**src/rtl/bicubic_pixel_pack.sv**
```systemverilog
// Back end of the bicubic datapath: rounds, rescales and clamps sign-magnitude
// products to 8 bits, then packs R, G, B beats into one buffered 24-bit pixel.
module bicubic_pixel_pack #(
   parameter int PRODUCT_WIDTH = 32,
   parameter int FRAC_BITS     = 6
) (
   input  logic                     clk,
   input  logic                     rst_n,
   input  logic                     s_valid,
   output logic                     s_ready,
   input  logic [PRODUCT_WIDTH-2:0] s_product,
   input  logic                     s_product_sign,
   input  logic                     s_last,
   output logic                     m_valid,
   input  logic                     m_ready,
   output logic [23:0]              m_pixel,
   output logic                     m_last,
   output logic [15:0]              clamp_cnt,
   input  logic                     clamp_cnt_clr
);

   localparam logic [PRODUCT_WIDTH-1:0] HALF_LSB = PRODUCT_WIDTH'(1) << (FRAC_BITS - 1);

   logic [1:0]  ch_q, ch_d;
   logic [7:0]  r_hold_q, r_hold_d;
   logic [7:0]  g_hold_q, g_hold_d;
   logic [23:0] pixel_q, pixel_d;
   logic        last_q, last_d;
   logic        valid_q, valid_d;
   logic [15:0] clamp_cnt_q, clamp_cnt_d;

   logic                     accept;
   logic [PRODUCT_WIDTH-1:0] rounded;
   logic [PRODUCT_WIDTH-1:0] scaled;
   logic [7:0]               conv;
   logic                     clamp;

   assign s_ready = (ch_q != 2'd2) || !valid_q || m_ready;
   assign accept  = s_valid && s_ready;

   // Rounding add is one bit wider than the magnitude so the carry survives.
   always_comb begin
      rounded = {1'b0, s_product} + HALF_LSB;
      scaled  = rounded >> FRAC_BITS;
      conv    = scaled[7:0];
      clamp   = 1'b0;
      if (s_product_sign) begin
         conv  = 8'd0;
         clamp = |s_product;
      end else if (|scaled[PRODUCT_WIDTH-1:8]) begin
         conv  = 8'hFF;
         clamp = 1'b1;
      end
   end

   always_comb begin
      ch_d        = ch_q;
      r_hold_d    = r_hold_q;
      g_hold_d    = g_hold_q;
      pixel_d     = pixel_q;
      last_d      = last_q;
      valid_d     = valid_q;
      clamp_cnt_d = clamp_cnt_q;

      if (valid_q && m_ready) begin
         valid_d = 1'b0;
      end

      if (accept) begin
         case (ch_q)
            2'd0: begin
               r_hold_d = conv;
               ch_d     = 2'd1;
            end
            2'd1: begin
               g_hold_d = conv;
               ch_d     = 2'd2;
            end
            default: begin
               pixel_d = {r_hold_q, g_hold_q, conv};
               last_d  = s_last;
               valid_d = 1'b1;
               ch_d    = 2'd0;
            end
         endcase
      end

      // Clear wins over a same-cycle clamp.
      if (clamp_cnt_clr) begin
         clamp_cnt_d = 16'd0;
      end else if (accept && clamp && (clamp_cnt_q != 16'hFFFF)) begin
         clamp_cnt_d = clamp_cnt_q + 16'd1;
      end
   end

   always_ff @(posedge clk or negedge rst_n) begin
      if (!rst_n) begin
         ch_q        <= 2'd0;
         r_hold_q    <= 8'd0;
         g_hold_q    <= 8'd0;
         pixel_q     <= 24'd0;
         last_q      <= 1'b0;
         valid_q     <= 1'b0;
         clamp_cnt_q <= 16'd0;
      end else begin
         ch_q        <= ch_d;
         r_hold_q    <= r_hold_d;
         g_hold_q    <= g_hold_d;
         pixel_q     <= pixel_d;
         last_q      <= last_d;
         valid_q     <= valid_d;
         clamp_cnt_q <= clamp_cnt_d;
      end
   end

   assign m_valid   = valid_q;
   assign m_pixel   = pixel_q;
   assign m_last    = last_q;
   assign clamp_cnt = clamp_cnt_q;

endmodule

```
**config.mk**
```make
export PLATFORM = sky130hd
export DESIGN_NAME = bicubic_pixel_pack
export DESIGN_NICKNAME = d
export VERILOG_FILES = /design/src/rtl/bicubic_pixel_pack.sv
export SDC_FILE = /design/constraint.sdc
export NUM_CORES = 1
export LEC_CHECK = 0
export CAP_MARGIN = 20
export CORE_ASPECT_RATIO = 1.1
export CORE_MARGIN = 4
export CORE_UTILIZATION = 53
export CTS_BUF_LIST = sky130_fd_sc_hd__clkbuf_16
export DETAILED_ROUTE_END_ITERATION = 16
export HOLD_SLACK_MARGIN = 0.12
export PLACE_DENSITY = 0.85
export SKIP_CTS_REPAIR_TIMING = 1
export SLEW_MARGIN = 20
export SYNTH_ARGS = -nofsm -noshare
export SYNTH_HDL_FRONTEND = slang
export SYNTH_SLANG_ARGS = --single-unit
```
**constraint.sdc**
```tcl
create_clock -name clk -period 4 [get_ports clk]
set_clock_uncertainty 0.1 [all_clocks]
set_input_delay 0.8 -clock clk [delete_from_list [all_inputs] [get_ports clk]]
set_output_delay 0.8 -clock clk [all_outputs]
set_load 0.02 [all_outputs]
```
==> run metrics <==
status=finished clean; die area=approximately 7400 um^2; Worst EP arrival=3690 ps; Initial Utilization=0.553; fmax=roughly 0.28 GHz; Worst Setup Path Type=in -> reg; Yosys warning count=0; number of flops mapped to enable cells by yosys=0; asr flop ratio synth=1.00; CTS root buf=clkbuf_16; antenna-violating nets left=0; syn_area_per_cell=10.7 um^2; Inserted Clock Buffers=9; Yosys top cell area share=0.465; initial antenna violation count=0; leading cell type in the layout, fill and taps excluded=clkdlybuf4s50_1; Area growth, synth to finish=38.0%; IO buf count=80; Layout Nets=between 400 and 500; clock sinks=60; Register Area=roughly 1500 um^2; Synth Area in XOR/XNOR=0.0326; Final setup viols=0; Initial DRT Pass Iterations=5; Core ar.=around 6000 um^2; initial drt markers=168; sequential cell area fraction in the yosys report=0.465; mux cell area share after synthesis=0.0729; Relative slew margins=0.409; # IOs=slightly above 80; layout cells sized above 1=0.155; Cells on Worst Hold Path=2; Synth cell types=a little under 60; Layout Cells excl Fill=~480; CTS tree=built; Worst Path Required=4110 ps; Skew-Pair Late Insertion Delay=around 320 ps; die width=roughly 80 um; area of the multi-input gates=between 1500 and 2000 um^2; most frequent cells in the layout=clkdlybuf4s50_1, dfrtp_1, nand2_1, a22o_1, nor2_1; crit path time final=~3600 ps; Yosys reg bits=60; r2r setup slk=1440 ps; total number of vias=a little under 3000; CP Capture Type=flip-flop; period utilization=0.896; Clock Tree Buf Depth=2; Simple-Gate Fraction of Synth Area=0.224; critical path startpoint category=primary input; Post-Syn Instances=between 300 and 400; HP Class=reg -> reg; Syn Std Cell Area=3230 um^2; cell taking the most area after synthesis=dfrtp_1; VDD IR max=roughly 470 uV; slew at the pin closest to its max-slew limit=between 800 and 900 ps; fillers=slightly below 400; Hold Fails Final Rpt=0; DP Cell Count=461; RSZ-0062 raised after global routing=no; Worst Hold Launch=r_hold_q[0]; RD Place Congestion=around 0.92; adder-cell area share of the yosys netlist=0.00775; Avg WL per Cell=17.3 um; worst r2r src=clamp_cnt[0]; Reg2Reg Depth=10; htree depth=3; Reg clk slew, reported paths=roughly 50 ps; max-capacitance violation count=0; Hold Path End=r_hold_q[0]; Synth Flop Type=dfrtp_1; total grt overflow=0; P_leak=roughly 1.9 nW; Slew Limit Fails=0; vias in the first global route=about 2800; Total Wirelength=~8.3 mm; number of inserted diodes=0; die height=between 80 and 90 um; first-pass GRT wire length=13.6 mm; TNS Setup=0 ps; Syn Nets=around 340; largest net degree at the start of global routing=42; largest family of logic cells by synthesized area=simple AND/OR/NAND/NOR gates; Synth area leaders=dfrtp_1, mux2_2, a22o_1, nand2_1, and3_1; complex-gate fraction of the synthesized area=0.174; RR Endpoint=clamp_cnt[1]; hpwl dp=approximately 6.1 mm; DRC errors left=0; CP Max Fanout=9; DR vias/cell=6.12; gr usage total=0.236; Rows=29; Power Dens Cells=564 nW/um^2
## cell families after synthesis
kind of cell / after synthesis
compound gates: 69
xor+xnor: 12
fa+ha+maj: 2
buf+inv: 18
flops: 60
mux: 21
simple gates: 119
## cell usage after synthesis, drive strengths merged (8+ instances only)
cell type,n
a21oi,10
a22o,21
and3,12
clkbuf,8
dfrtp,60
inv,8
mux2,20
nand2,22
nand3,14
nand4,12
nor2,20
nor4,11
o21ai,9
xnor2,8
## layer usage
layer,GRT usage,part of all wire,vias to the layer above
li1,-,-,1341
met1,0.311,0.42,1430
met2,0.370,0.50,130
met3,0.0560,0.064,17
met4,0.0900,0.020,0
met5,0,0,-
## worst max-delay path, cell delays in order
cell and delay [ps]:
clkdlybuf4s50_1 490, ha_1 230, nand3_4 130, nor4_4 490, a32oi_1 180, nor4_1 280
a211o_1 290, and3_1 360, o21ai_1 200, a22o_1 240
## how the worst max path moves through the flow
stage / start / end / slack [ps] / depth (start not counted)
2_1_floorplan: s_product[5] / clamp_cnt[13] / 940 / 9
3_3_place_gp: s_product[5] / r_hold_q[2] / 190 / 10
3_5_place_dp: s_product[5] / g_hold_q[2] / 80 / 10
4_1_cts: s_product[5] / r_hold_q[2] / 420 / 10
5_1_grt: s_product[5] / g_hold_q[5] / 110 / 10
6_report: s_product[5] / r_hold_q[2] / 420 / 10
## report_power, final
| part | internal (mW) | leakage, nW | switching (mW) |
|---|---|---|---|
| Clock | 0.426 | 0.129 | 0.294 |
| Combinational | 0.444 | 0.953 | 0.398 |
| Sequential | 0.817 | 0.770 | 0.134 |
| Total | 1.69 | 1.85 | 0.826 |
## area by class of cell
class | instances | share of cell area
Clock inverter | 7 | 0.0129
Multi-Input combinational cell | 223 | 0.371
Tap cell | 77 | 0.0216
Timing Repair Buffer | 93 | 0.201
Sequential cell | 60 | 0.337
Clock buffer | 9 | 0.0506
Inverter | 8 | 0.00674
## registers in the layout (all words and copies together), names as in the netlist
| signal | flops |
|---|---|
| m_pixel | 24 |
| clamp_cnt | 16 |
| g_hold_q | 8 |
| r_hold_q | 8 |
| ch_q | 2 |
| m_last | 1 |
| m_valid | 1 |
## stage by stage
step                      cell area, um^2  utilization  power, mW  hold slack (ps)  setup WS (ps)
final                                4450        0.762       2.51              384            417
after CTS                            4450        0.762       2.53              388            423
after detailed placement             4170        0.714       1.80              367           82.0
after floorplan                      3230            -       1.38              345            942
after global routing                 4450        0.762       2.63              416            106
after global placement               4170        0.714       1.77              362            194
No activity file was read; power rests on OpenSTA's default activity.
